## src/rtl/crc_serial_engine_if.sv

```systemverilog
// rtl/crc_serial_engine_if.sv - start/busy/done handshake and data bundle for the serial CRC engine
interface crc_serial_engine_if #(
  parameter int DATA_W = 7,
  parameter int CRC_W  = 5
);
  logic              start;
  logic              mode;
  logic [DATA_W-1:0] data_in;
  logic [CRC_W-1:0]  crc_in;
  logic              busy;
  logic              done;
  logic [CRC_W-1:0]  crc_out;
  logic              crc_ok;

  modport master (
    output start, mode, data_in, crc_in,
    input  busy, done, crc_out, crc_ok
  );

  modport slave (
    input  start, mode, data_in, crc_in,
    output busy, done, crc_out, crc_ok
  );
endinterface

```

## src/rtl/crc_serial_engine.sv

```systemverilog
// rtl/crc_serial_engine.sv - bit-serial CRC generate/check engine, one message per start
// Augmented-message division: data followed by CRC_W zeros (generate) or the received CRC (check).
module crc_serial_engine #(
  parameter int               DATA_W = 7,
  parameter int               CRC_W  = 5,
  parameter logic [CRC_W-1:0] POLY   = 5'h05,
  parameter logic [CRC_W-1:0] INIT   = '0
) (
  input  logic                clk,
  input  logic                rst_n,
  crc_serial_engine_if.slave  bus
);
  localparam int N     = DATA_W + CRC_W;
  localparam int CNT_W = $clog2(N + 1);

  localparam logic [1:0] S_IDLE  = 2'd0;
  localparam logic [1:0] S_SHIFT = 2'd1;
  localparam logic [1:0] S_DONE  = 2'd2;

  logic [1:0]       state;
  logic [N-1:0]     shreg;
  logic [CRC_W-1:0] lfsr;
  logic [CRC_W-1:0] lfsr_next;
  logic [CNT_W-1:0] cnt;
  logic             mode_q;

  // Feedback taps on the bit leaving the register, message bit enters at the bottom.
  assign lfsr_next = {lfsr[CRC_W-2:0], shreg[N-1]} ^ (lfsr[CRC_W-1] ? POLY : {CRC_W{1'b0}});

  always_ff @(posedge clk) begin
    if (!rst_n) begin
      state       <= S_IDLE;
      shreg       <= '0;
      lfsr        <= '0;
      cnt         <= '0;
      mode_q      <= 1'b0;
      bus.busy    <= 1'b0;
      bus.done    <= 1'b0;
      bus.crc_out <= '0;
      bus.crc_ok  <= 1'b0;
    end else begin
      case (state)
        S_IDLE, S_DONE: begin
          bus.done <= 1'b0;
          if (bus.start) begin
            shreg      <= {bus.data_in, (bus.mode ? bus.crc_in : {CRC_W{1'b0}})};
            lfsr       <= INIT;
            cnt        <= '0;
            mode_q     <= bus.mode;
            bus.busy   <= 1'b1;
            bus.crc_ok <= 1'b0;
            state      <= S_SHIFT;
          end else begin
            state <= S_IDLE;
          end
        end
        S_SHIFT: begin
          lfsr  <= lfsr_next;
          shreg <= shreg << 1;
          cnt   <= cnt + CNT_W'(1);
          if (cnt == CNT_W'(N - 1)) begin
            bus.crc_out <= lfsr_next;
            bus.crc_ok  <= mode_q & (lfsr_next == '0);
            bus.busy    <= 1'b0;
            bus.done    <= 1'b1;
            state       <= S_DONE;
          end
        end
        default: state <= S_IDLE;
      endcase
    end
  end
endmodule
```

## src/flat_wrapper.sv

```systemverilog
// flat-port wrapper written by rule: the top's interface ports become plain ports
module crc_serial_engine_flat 
#(
  parameter int               DATA_W = 7,
  parameter int               CRC_W  = 5,
  parameter logic [CRC_W-1:0] POLY   = 5'h05,
  parameter logic [CRC_W-1:0] INIT   = '0
)
  (clk, rst_n, bus_start, bus_mode, bus_data_in, bus_crc_in, bus_busy, bus_done, bus_crc_out, bus_crc_ok);
  crc_serial_engine_if #(.DATA_W(DATA_W), .CRC_W(CRC_W)) bus_i ();
  input  logic clk;
  input  logic rst_n;
  input wire logic [$bits(bus_i.start)-1:0] bus_start;
  input wire logic [$bits(bus_i.mode)-1:0] bus_mode;
  input wire logic [$bits(bus_i.data_in)-1:0] bus_data_in;
  input wire logic [$bits(bus_i.crc_in)-1:0] bus_crc_in;
  output wire logic [$bits(bus_i.busy)-1:0] bus_busy;
  output wire logic [$bits(bus_i.done)-1:0] bus_done;
  output wire logic [$bits(bus_i.crc_out)-1:0] bus_crc_out;
  output wire logic [$bits(bus_i.crc_ok)-1:0] bus_crc_ok;
  assign bus_i.start = bus_start;
  assign bus_i.mode = bus_mode;
  assign bus_i.data_in = bus_data_in;
  assign bus_i.crc_in = bus_crc_in;
  assign bus_busy = bus_i.busy;
  assign bus_done = bus_i.done;
  assign bus_crc_out = bus_i.crc_out;
  assign bus_crc_ok = bus_i.crc_ok;
  crc_serial_engine #(.DATA_W(DATA_W), .CRC_W(CRC_W), .POLY(POLY), .INIT(INIT)) u_core (.clk(clk), .rst_n(rst_n), .bus(bus_i));
endmodule
```

## config.mk

```make
export PLATFORM = sky130hd
export DESIGN_NAME = crc_serial_engine_flat
export DESIGN_NICKNAME = d
export VERILOG_FILES = /design/src/rtl/crc_serial_engine_if.sv /design/src/rtl/crc_serial_engine.sv /design/src/flat_wrapper.sv
export SDC_FILE = /design/constraint.sdc
export NUM_CORES = 1
export LEC_CHECK = 0
export ABC_AREA = 0
export ABC_CLOCK_PERIOD_IN_PS = 2300
export BUFFER_PORTS_ARGS = -buffer_cell sky130_fd_sc_hd__buf_2
export CAP_MARGIN = 10
export CORE_UTILIZATION = 32
export CTS_BUF_LIST = sky130_fd_sc_hd__clkbuf_8
export CTS_CLUSTER_SIZE = 28
export DETAILED_ROUTE_END_ITERATION = 8
export GPL_TIMING_DRIVEN = 1
export HOLD_SLACK_MARGIN = 0.05
export PLACE_DENSITY = 0.53
export SLEW_MARGIN = 25
export SYNTH_ARGS = -nofsm -noshare
export SYNTH_HDL_FRONTEND = slang
export SYNTH_SLANG_ARGS = --single-unit
```

## constraint.sdc

```tcl
create_clock -name clk -period 2.3 [get_ports clk]
set_input_delay 0.115 -clock clk [delete_from_list [all_inputs] [get_ports clk]]
set_output_delay 0.115 -clock clk [all_outputs]
set_load 0.005 [all_outputs]
```

; ---- Word-level counts from Yosys, hierarchy flattened
; Cells that the tools add are included.
[totals]
register_bits = 32
in_bits = 16
output_inout_bits = 8
word_cells = 45
[classes]
add_sub_neg = 1
eq_ne = 5
mux = 19
n_bitwise = 2
n_reduce_logical = 9
[ops]
columns = operator, n
row1 = 12-bit case mux with 2 select lines, 1
row2 = 12-bit 2-to-1 mux, 1
row3 = 5-bit 2-to-1 mux, 2
row4 = 5-bit case mux with 2 select lines, 1
row5 = 4-bit case mux with 2 select lines, 1
row6 = 2-bit AND reduction, 4
row7 = 1-bit 2-to-1 mux, 6
row8 = 1-bit case mux with 2 select lines, 3
row9 = 5-bit zero test, 1
row10 = 5-bit bitwise XOR, 1
row11 = "4-bit by 1-bit adder with 4-bit output, second input constant", 1
row12 = "4-bit equality test, second input constant", 1
row13 = 4-bit 2-to-1 mux, 1
row14 = 2-bit case mux with 2 select lines, 1
row15 = 3-bit 2-to-1 mux, 1
row16 = 3-bit AND reduction, 1
row17 = "2-bit by 1-bit equality test with 1-bit output, second input constant", 1
row18 = "2-bit equality test, second input constant", 1
row19 = 2-bit zero test, 1
row20 = 2-bit 2-to-1 mux, 1
row21 = "2-bit by 1-bit inequality test with 1-bit output, second input constant", 1
row22 = "2-bit inequality test, second input constant", 1
row23 = 2-bit nonzero test, 1
row24 = 2-bit OR reduction, 1
row25 = 1-bit bitwise AND, 1

; ---- Depth between registers and ports, before layout
; Gate-level depths: netlist (run 1).
[logic_depth]
word_depth = 6
depth_mapped = 6
mapped_depth_nobuf = 4

; ---- Worst setup path before layout (run 1)
; No wires, ideal clock.
[synth_timing]
kind = register to register
startpoint = reg u_core.state[0]
endpoint = reg u_core.cnt[2]
setup_time_ns = 0.115
arrival_time_ns = 1.089
required_time_ns = 2.185
slack_ns = 1.096
path_stages_with_launch = 5
path_buffers = 1
period_less_slack_ns = 1.204
path_cell_list = dfxtp_1 > buf_4 > nand3b_2 > and3_1 > o21a_1
[synth_between]
elab_chain_cells = 4
elab_cells_between_ends = 8
cone_classes = 3 x eq/ne / 1 x mux / 4 x reduce/logical
[synth_rtl]
columns = item, line
row1 = start: declaration, crc_serial_engine.sv:20  ; logic [1:0] state;
row2 = start signal: assignment, crc_serial_engine.sv:32  ; state <= S_IDLE;
row3 = start signal: assignment, crc_serial_engine.sv:52  ; state <= S_SHIFT;
row4 = start signal: assignment, crc_serial_engine.sv:54  ; state <= S_IDLE;
row5 = 2-bit equality test or 2-bit zero test (tied branches), crc_serial_engine.sv:42  ; case (state)
row6 = 2-bit OR reduction, crc_serial_engine.sv:42
row7 = 2-bit inequality test (no source line) or 2-bit nonzero test (tied branches), -
row8 = 2-bit AND reduction (no source line), -
row9 = end signal: assignment, crc_serial_engine.sv:60  ; cnt <= cnt + CNT_W'(1);
row10 = end: declaration, crc_serial_engine.sv:24  ; logic [CNT_W-1:0] cnt;
; Parallel ways exist; a longest one is shown, timed or not.
; A chain may end at the register's enable or synchronous reset.

; ---- Final worst setup path (run 1)
[layout_timing]
startpoint = reg u_core.state[0]
endpoint = reg u_core.cnt[3]
; The elaborated chain is that of the path after synthesis.

==> impl_metrics.yaml, run 1 <==
clocking:
  path_clk_slew_ns: 0.06
  insertion_delay_ns: 0.28
  cts_root_buf: "clkbuf_8"
  post_cts_buffers: 0
  clock_path_buffers: 2
  post_cts_resize_count: 0
  htree_levels: 2
  clkSinkCount: 32
  cts_tree: "done"
  cts_buffers: 5
  cts-hold-fix-buffers: 0
layout:
  drive_gt1_share_pct: 18.89
  final_common_cell: "dfxtp_1"
  layout_common_cells: "32 x dfxtp_1, 23 x buf_2, 20 x nand3_1"
  final_area_sq_um: 1670
  nNetsFinal: 197
  num_antenna_cells: 0
  syn_to_final_growth_pct: 12.56
  final_util_pct: 37.84
timing:
  finalCritPeriodShare_pct: 64.77
  period_needed_ns: 1.490
  worst_slack_ns: 0.8103
  rsz0062_at_grt: "false"
  finalSetupViolCount: 0
  finalSetupTns_ns: 0
  maxSlewHeadroom_pct: 60.17
  slew_viol_final: 0
  fmax_mhz: 671.3
  hold_violations: 0
  clock_skew_ns: 0.007053
  tightestPinTransition_ns: 0.5963
critical_path:
  worstPathArrival_ns: 1.70
  start_kind: "flop"
  cp_max_fo: 19
  end_kind: "flop"
  cp_num_cells: 3
  crit_chain: "nand2b_4, or3_1, a21boi_1"
  rrSetupSlack_ns: 0.81
  cp.buffers_inverters: 0
  r2r-start: "u_core.state[0]"
  critPathKind: "reg -> reg"
  crit_family: "flip-flops"
  worstPathRequired_ns: 2.51
  reg2reg_to: "u_core.cnt[3]"
  critPathMaxStageDelay_ns: 0.64
  ff2ff_path_depth: 3
  slowest_stage: "dfxtp_1"
routing:
  drc: 0
  drtPass1Iterations: 4
  vias_per_cell: 5.254
  antenna_left: 0
  dr_total_vias: 1219
  drt-total-wl_um: 3084
  drtIter0Drc: 51
  wire_per_inst_um: 13.29
yosys:
  synthCells: 162
  synth_top_area_share_pct: 43.17
  ys_types: 33
  ys_top_cells_by_area: "dfxtp_1 43%, a21boi_0 9.6%, nand3_1 6.7%"
  ys_ff_latch: 32
  syn_avg_cell_area_sq_um: 9.160
  syn-num-nets: 179
  seq_area_frac_synth_pct: 43.17
  yosysWarnings: 0
  synth_area_leader_cell: "dfxtp_1"
  syn_area_sq_um: 1484
power_and_ir_drop:
  leakage_nw: 0.6546
  vdd_drop_max_mv: 0.4028
  power.total_mw: 1.102
  power_frac_comb_pct: 10.0
  p_int_mw: 0.8289
  power_density_nw_per_um2: 659.9
  p_sw_mw: 0.2734
  power_frac_clock_pct: 35.9
  power.share.sequential_pct: 54.1
  netSwitchingFraction_pct: 24.81
worst_hold_path:
  min_from: "bus_crc_in[0]"
  hold_path_end: "u_core.shreg[0]"
  min_path_type: "in -> reg"
  hold_depth: 3
floorplan:
  die_h_um: 70.10
  dieArea_sq_um: 4913
  die_x_um: 70.10
  start_util_pct: 33.62
  rows: 24
  fp.coreArea_sq_um: 4414
  ios: 24
run_status:
  status: "finished clean"
placed_design:
  pre_cts_ws_ns: 0.8153
  gp_congestion: 0.7883
  hpwl_um: 2077
  place_area_sq_um: 1593
  portBuffers: 23
global_routing:
  antenna_found_initial: 0
  grt_overflow: 0
  grt_max_degree: 34
  grt_usage_pct: 14.24
  grt_pass1_wl_um: 5437
  first_global_vias: 1182
run:
  drv_cap: 0
==> layer usage <==
metal | wire (um) | global-route usage (%)
met1 | 1408 | 17.28
met2 | 1435 | 21.58
met3 | 147 | 5.051
met4 | 93 | 8.444
met5 | 0 | 0
==> state kept, by name (all words and copies together) (netlist names) <==
register,count
u_core.lfsr,5
u_core.mode_q,1
u_core.shreg,12
u_core.state,2
u_core.cnt,4
u_core.bus.done,1
u_core.bus.crc_ok,1
u_core.bus.crc_out,5
u_core.bus.busy,1
==> worst reg2reg max path: stages, from the launching register on <==
cell and delay, ns:
dfxtp_1 0.64, nand2b_4 0.24, or3_1 0.39, a21boi_1 0.15
==> final cells by class <==
class | count | area (sq um)
fill | 437 | 2744
multi-input combinational | 116 | 757.0
sequential | 32 | 640.6
timing repair buffer | 25 | 130.1
clock buffer | 5 | 68.82
tap | 52 | 65.06
clock inverter | 2 | 8.758
==> power by group through the flow <==
stage | clock network (mW) | registers [mW] | logic, mW
2_1_floorplan | 0 | 0.601 | 0.0896
4_1_cts | 0.413 | 0.596 | 0.111
5_1_grt | 0.437 | 0.600 | 0.124
3_3_place_gp | 0 | 0.608 | 0.108
6_report | 0.395 | 0.597 | 0.110
3_5_place_dp | 0 | 0.608 | 0.111
==> Yosys cell counts, drive strengths merged <==
cell      n
dfxtp    32
a21boi   20
nand3    20
nand2    12
buf       9
a22oi     8
and3      8
nor2b     7
clkbuf    5
a21oi     4
a311o     4
mux2i     4
o21ai     4
nand2b    3
nor2      3
nor3      3
o21a      3
nor3b     2
xor2      2
and2b     1
and3b     1
ha        1
nand3b    1
nor4b     1
o2111ai   1
o211ai    1
o31ai     1
or3       1
==> how the worst max path moves through the flow <==
stage	from	end	slack (ns)
final	u_core.state[0]	u_core.cnt[3]	0.81
after global routing	u_core.state[0]	u_core.cnt[3]	0.64
after CTS	u_core.state[0]	u_core.cnt[3]	0.80
after detailed placement	u_core.state[0]	u_core.cnt[3]	0.82
after global placement	u_core.state[0]	u_core.bus.crc_ok	0.85
after floorplan	u_core.state[0]	u_core.cnt[2]	1.10
==> logic make-up after synthesis <==
family	after synthesis	synth area share, %
AND/OR/NAND/NOR	63	23.61
XOR/XNOR	2	1.181
flip-flops	32	43.17
multiplexers	4	2.698
buffers and inverters	14	5.817
AO/OA/AOI/OAI	46	22.68
adder cells (fa/ha/maj)	1	0.8430
==> metrics by stage <==
step / cells / hold slack, ns
4_1_cts: 232 / 0.1023
6_report: 232 / 0.1212
5_1_grt: 232 / 0.1158
2_1_floorplan: 162 / 0.2599
3_5_place_dp: 225 / 0.4084
3_3_place_gp: 225 / 0.4035
Note: power is estimated with default switching activity, not from simulation.
==> run 2: changes to the inputs <==
- ABC_CLOCK_PERIOD_IN_PS: 2300 -> 1300
- PLACE_DENSITY: 0.53 -> 0.55
- clock period: 2.3 -> 1.3 ns (I/O delays scaled with it)
==> run 2 against run 1 <==
Clock skew fell by 0.0049 ns. Cell area rose by 8.7%. Setup slack got worse by 0.74 ns. Critical path depth rose by 2. Sequential share of layout area fell by 2.9 points. Highest routed layer unchanged.
==> impl_metrics.yaml, run 2 (synthesized netlist as in run 1, its figures left out) <==
timing:
  finalSetupTns_ns: 0
  clock_skew_ns: 0.002149
  finalSetupViolCount: 0
  worst_slack_ns: 0.06830
  hold_violations: 0
  maxSlewHeadroom_pct: 76.06
  fmax_mhz: 811.9
  slew_viol_final: 0
  period_needed_ns: 1.232
  finalCritPeriodShare_pct: 94.75
  tightestPinTransition_ns: 0.3591
  rsz0062_at_grt: "false"
worst_hold_path:
  hold_depth: 3
  hold_path_end: "u_core.shreg[9]"
  min_path_type: "in -> reg"
  min_from: "bus_data_in[4]"
critical_path:
  crit_family: "flip-flops"
  critPathMaxStageDelay_ns: 0.35
  crit_chain: "ha_4, and3b_2, buf_4, a22oi_1, nor2b_1"
  cp_max_fo: 7
  ff2ff_path_depth: 5
  slowest_stage: "dfxtp_1"
  start_kind: "flop"
  r2r-start: "u_core.cnt[1]"
  reg2reg_to: "u_core.bus.done"
  worstPathRequired_ns: 1.47
  critPathKind: "reg -> reg"
  rrSetupSlack_ns: 0.07
  end_kind: "flop"
  worstPathArrival_ns: 1.40
  cp.buffers_inverters: 1
global_routing:
  grt_pass1_wl_um: 5651
  grt_max_degree: 25
  antenna_found_initial: 0
  grt_overflow: 0
  first_global_vias: 1245
  grt_usage_pct: 14.45
power_and_ir_drop:
  leakage_nw: 0.7469
  vdd_drop_max_mv: 0.8591
  power_density_nw_per_um2: 1218
  power.total_mw: 2.211
floorplan:
  die_x_um: 70.10
  start_util_pct: 33.62
  rows: 24
  die_h_um: 70.10
  fp.coreArea_sq_um: 4414
  dieArea_sq_um: 4913
  ios: 24
routing:
  drt-total-wl_um: 3245
  drtPass1Iterations: 4
  wire_per_inst_um: 13.35
  dr_total_vias: 1262
  vias_per_cell: 5.193
  drtIter0Drc: 81
  antenna_left: 0
  drc: 0
placed_design:
  gp_congestion: 0.7883
  portBuffers: 23
  pre_cts_ws_ns: -0.07724
  hpwl_um: 2232
  place_area_sq_um: 1653
layout:
  nNetsFinal: 207
  num_antenna_cells: 0
  final_area_sq_um: 1815
  layout_common_cells: "30 x dfxtp_1, 23 x buf_2, 20 x nand3_1"
  largest_reg_flops: 12
  largest_registers: "u_core.shreg: 12 flops, u_core.bus.crc_out: 5 flops, u_core.lfsr: 5 flops"
  final_common_cell: "dfxtp_1"
  drive_gt1_share_pct: 26.18
  fill_cells: 442
  largest-register: "u_core.shreg"
  syn_to_final_growth_pct: 22.34
clocking:
  clkSinkCount: 32
  insertion_delay_ns: 0.28
  clock_path_buffers: 2
  cts_tree: "done"
  path_clk_slew_ns: 0.07
  cts_buffers: 5
  cts_root_buf: "clkbuf_8"
  htree_levels: 2
run_status:
  status: "finished clean"
run:
  drv_cap: 0
[run 2: what timing repair did]
item,4_1_cts,5_1_grt
setup buffers,1,0
hold buffers,1,0
hold endpoints to repair,1,0
setup endpoints to repair,1,21
gates resized for setup,1,10
[run 2: per-stage QoR]
step	hold WS (ns)	util [%]	instances
2_1_floorplan	0.2099	-	162
3_3_place_gp	0.3556	37.44	233
3_5_place_dp	0.3543	37.44	233
4_1_cts	0.07906	40.31	243
5_1_grt	0.09346	41.13	243
6_report	0.08659	41.13	243
[run 2: worst max path at each step]
stage / from / cells past startpoint / to
after floorplan: u_core.state[0] / 4 / u_core.cnt[2]
after global placement: u_core.cnt[0] / 4 / u_core.bus.crc_out[0]
after detailed placement: u_core.cnt[0] / 4 / u_core.bus.crc_out[2]
after CTS: u_core.cnt[0] / 4 / u_core.bus.crc_out[2]
after global routing: u_core.cnt[1] / 4 / u_core.bus.crc_out[2]
final: u_core.cnt[1] / 5 / u_core.bus.done
[run 2: per-layer routing]
layer	global-route usage, %	vias up	share of wire [%]
li1	-	646	-
met5	0	-	0
met4	7.111	0	0.55
met3	5.051	2	3.5
met1	17.18	597	46
met2	23.08	17	50
[run 2: power breakdown]
group | switching [mW] | total [mW] | internal (mW)
Clock | 0.366 | 0.926 | 0.560
Combinational | 0.115 | 0.231 | 0.116
Sequential | 0.0328 | 1.05 | 1.02
Total | 0.513 | 2.21 | 1.70
[run 2: worst reg2reg max path, delay by kind of cell, from the launching register on]
| family | cells | cell delay [ns] |
|---|---|---|
| AO/OA/AOI/OAI | 1 | 0.13 |
| adder cells (fa/ha/maj) | 1 | 0.19 |
| flip-flops | 1 | 0.35 |
| buffers and inverters | 1 | 0.15 |
| AND/OR/NAND/NOR | 2 | 0.30 |
[run 2: final cells by class]
class	instances	area [sq um]	share of cell area, %
sequential	32	643.1	35.42
tap	52	65.06	3.584
clock inverter	3	38.79	2.136
clock buffer	5	68.82	3.790
timing repair buffer	35	211.5	11.65
multi-input combinational	116	788.3	43.42
==> run 3: changes to the inputs <==
- REMOVE_ABC_BUFFERS: not set -> 1
==> run 3 against run 2 <==
Register-to-register slack improved by 0.02 ns. Clock power shrank 17%. Total power is 7.7% lower. Setup slack improved by 0.022 ns. Die area stayed put. First-iteration DRC count is 20% lower. Sequential power is essentially flat. Largest power group unchanged. Worst hold slack worse by 0.013 ns. Highest routed layer unchanged. Maximum frequency increased by 1.8%. Clock-buffer cell count increased by 1.
==> impl_metrics.yaml, run 3 (synthesized netlist as in run 1, its figures left out) <==
run_status:
  status: "finished clean"
routing:
  drtIter0Drc: 65
  antenna_left: 0
  wire_per_inst_um: 13.25
  drt-total-wl_um: 3181
  dr_total_vias: 1267
  vias_per_cell: 5.279
  drtPass1Iterations: 5
  drc: 0
critical_path:
  worstPathRequired_ns: 1.50
  rrSetupSlack_ns: 0.09
  critPathKind: "reg -> reg"
  end_kind: "flop"
  worstPathArrival_ns: 1.41
  cp_max_fo: 8
  start_kind: "flop"
  ff2ff_path_depth: 4
  reg2reg_to: "u_core.bus.crc_out[0]"
  r2r-start: "u_core.cnt[1]"
placed_design:
  hpwl_um: 2228
  pre_cts_ws_ns: -0.01008
  gp_congestion: 0.7730
  dp.cells: 232
  place_area_sq_um: 1645
  portBuffers: 23
timing:
  fmax_mhz: 826.5
  finalSetupViolCount: 0
  maxSlewHeadroom_pct: 74.41
  hold_violations: 0
  finalSetupTns_ns: 0
  hold-worst-slack_ns: 0.07341
  period_needed_ns: 1.210
  finalCritPeriodShare_pct: 93.07
  tightestPinTransition_ns: 0.3839
  clock_skew_ns: 0.007498
  slew_viol_final: 0
  rsz0062_at_grt: "false"
  worst_slack_ns: 0.09006
floorplan:
  ios: 24
  rows: 24
  die_h_um: 70.10
  die_x_um: 70.10
  dieArea_sq_um: 4913
  fp.coreArea_sq_um: 4414
  start_util_pct: 33.62
power_and_ir_drop:
  leakage_nw: 0.7240
  power_density_nw_per_um2: 1158
  power.total_mw: 2.040
  vdd_drop_max_mv: 0.6970
layout:
  layout_common_cells: "30 x dfxtp_1, 23 x buf_2, 20 x nand3_1"
  syn_to_final_growth_pct: 18.72
  largest-register: "u_core.shreg"
  final_cells: 240
  largest_registers: "u_core.shreg: 12 flops, u_core.bus.crc_out: 5 flops, u_core.lfsr: 5 flops"
  final_common_cell: "dfxtp_1"
  nNetsFinal: 204
  drive_gt1_share_pct: 23.94
  final_util_pct: 39.91
  final_area_sq_um: 1762
  largest_reg_flops: 12
  num_antenna_cells: 0
worst_hold_path:
  hold_path_end: "u_core.shreg[0]"
  min_path_type: "in -> reg"
  min_from: "bus_crc_in[0]"
  hold_depth: 3
global_routing:
  grt_max_degree: 26
  grt_overflow: 0
  first_global_vias: 1096
  antenna_found_initial: 0
  grt_pass1_wl_um: 5257
  grt_usage_pct: 13.46
clocking:
  clkSinkCount: 32
  cts_buffers: 5
  cts_root_buf: "clkbuf_8"
  cts_tree: "done"
  htree_levels: 2
  post_cts_buffers: 0
  path_clk_slew_ns: 0.07
  clock_path_buffers: 2
  insertion_delay_ns: 0.27
run:
  drv_cap: 0
==> run 3: cell types whose count changed in the layout (fill, tap and decap cells not counted), sizes merged <==
cell / delta
buf: -2
bufinv: -1
clkbuf: +1
clkinv: -1
dlygate4sd3: -1
inv: +1
==> run 3: final cells by class <==
type                            count  area (sq um)
Tap cell                           52         65.06
Multi-Input combinational cell    116         780.7
Clock buffer                        6         82.58
Clock inverter                      2         7.507
Sequential cell                    32         643.1
Timing Repair Buffer               32         182.7
Fill cell                         457          2653
==> run 3: layer usage <==
layer | part of all wire (%) | vias up | GRT usage (%)
met1 | 51 | 591 | 19.18
met2 | 44 | 40 | 20.19
li1 | - | 634 | -
met3 | 4.5 | 2 | 3.463
met5 | 0 | - | 0
met4 | 0.35 | 0 | 3.333
==> run 3: worst max-delay path by stage <==
stage | startpoint | slack, ns | endpoint
final | u_core.cnt[1] | 0.09 | u_core.bus.crc_out[0]
after global routing | u_core.cnt[1] | 0.02 | u_core.bus.crc_out[0]
after CTS | u_core.cnt[0] | -0.0008 | u_core.cnt[2]
after detailed placement | u_core.cnt[0] | -0.01 | u_core.bus.crc_out[0]
after global placement | u_core.cnt[0] | 0.07 | u_core.cnt[2]
after floorplan | u_core.state[0] | -0.10 | u_core.cnt[2]
==> run 3: repair_timing <==
action,CTS,global route
hold buffers,0,0
resized for setup,1,7
endpoints found under the setup margin,4,14
==> run 3: report_power, final <==
group          internal, mW  switching [mW]  leakage [nW]  total, mW
clock network         0.416           0.348        0.0538      0.764
registers              1.02          0.0317         0.261       1.05
logic                 0.108           0.115         0.409      0.223
==> run 3: worst max-delay path: stages, from the launching register on <==
cell and delay [ns]:
dfxtp_1 0.41, ha_4 0.18, and3b_2 0.27, a21oi_1 0.09, nor3b_1 0.19
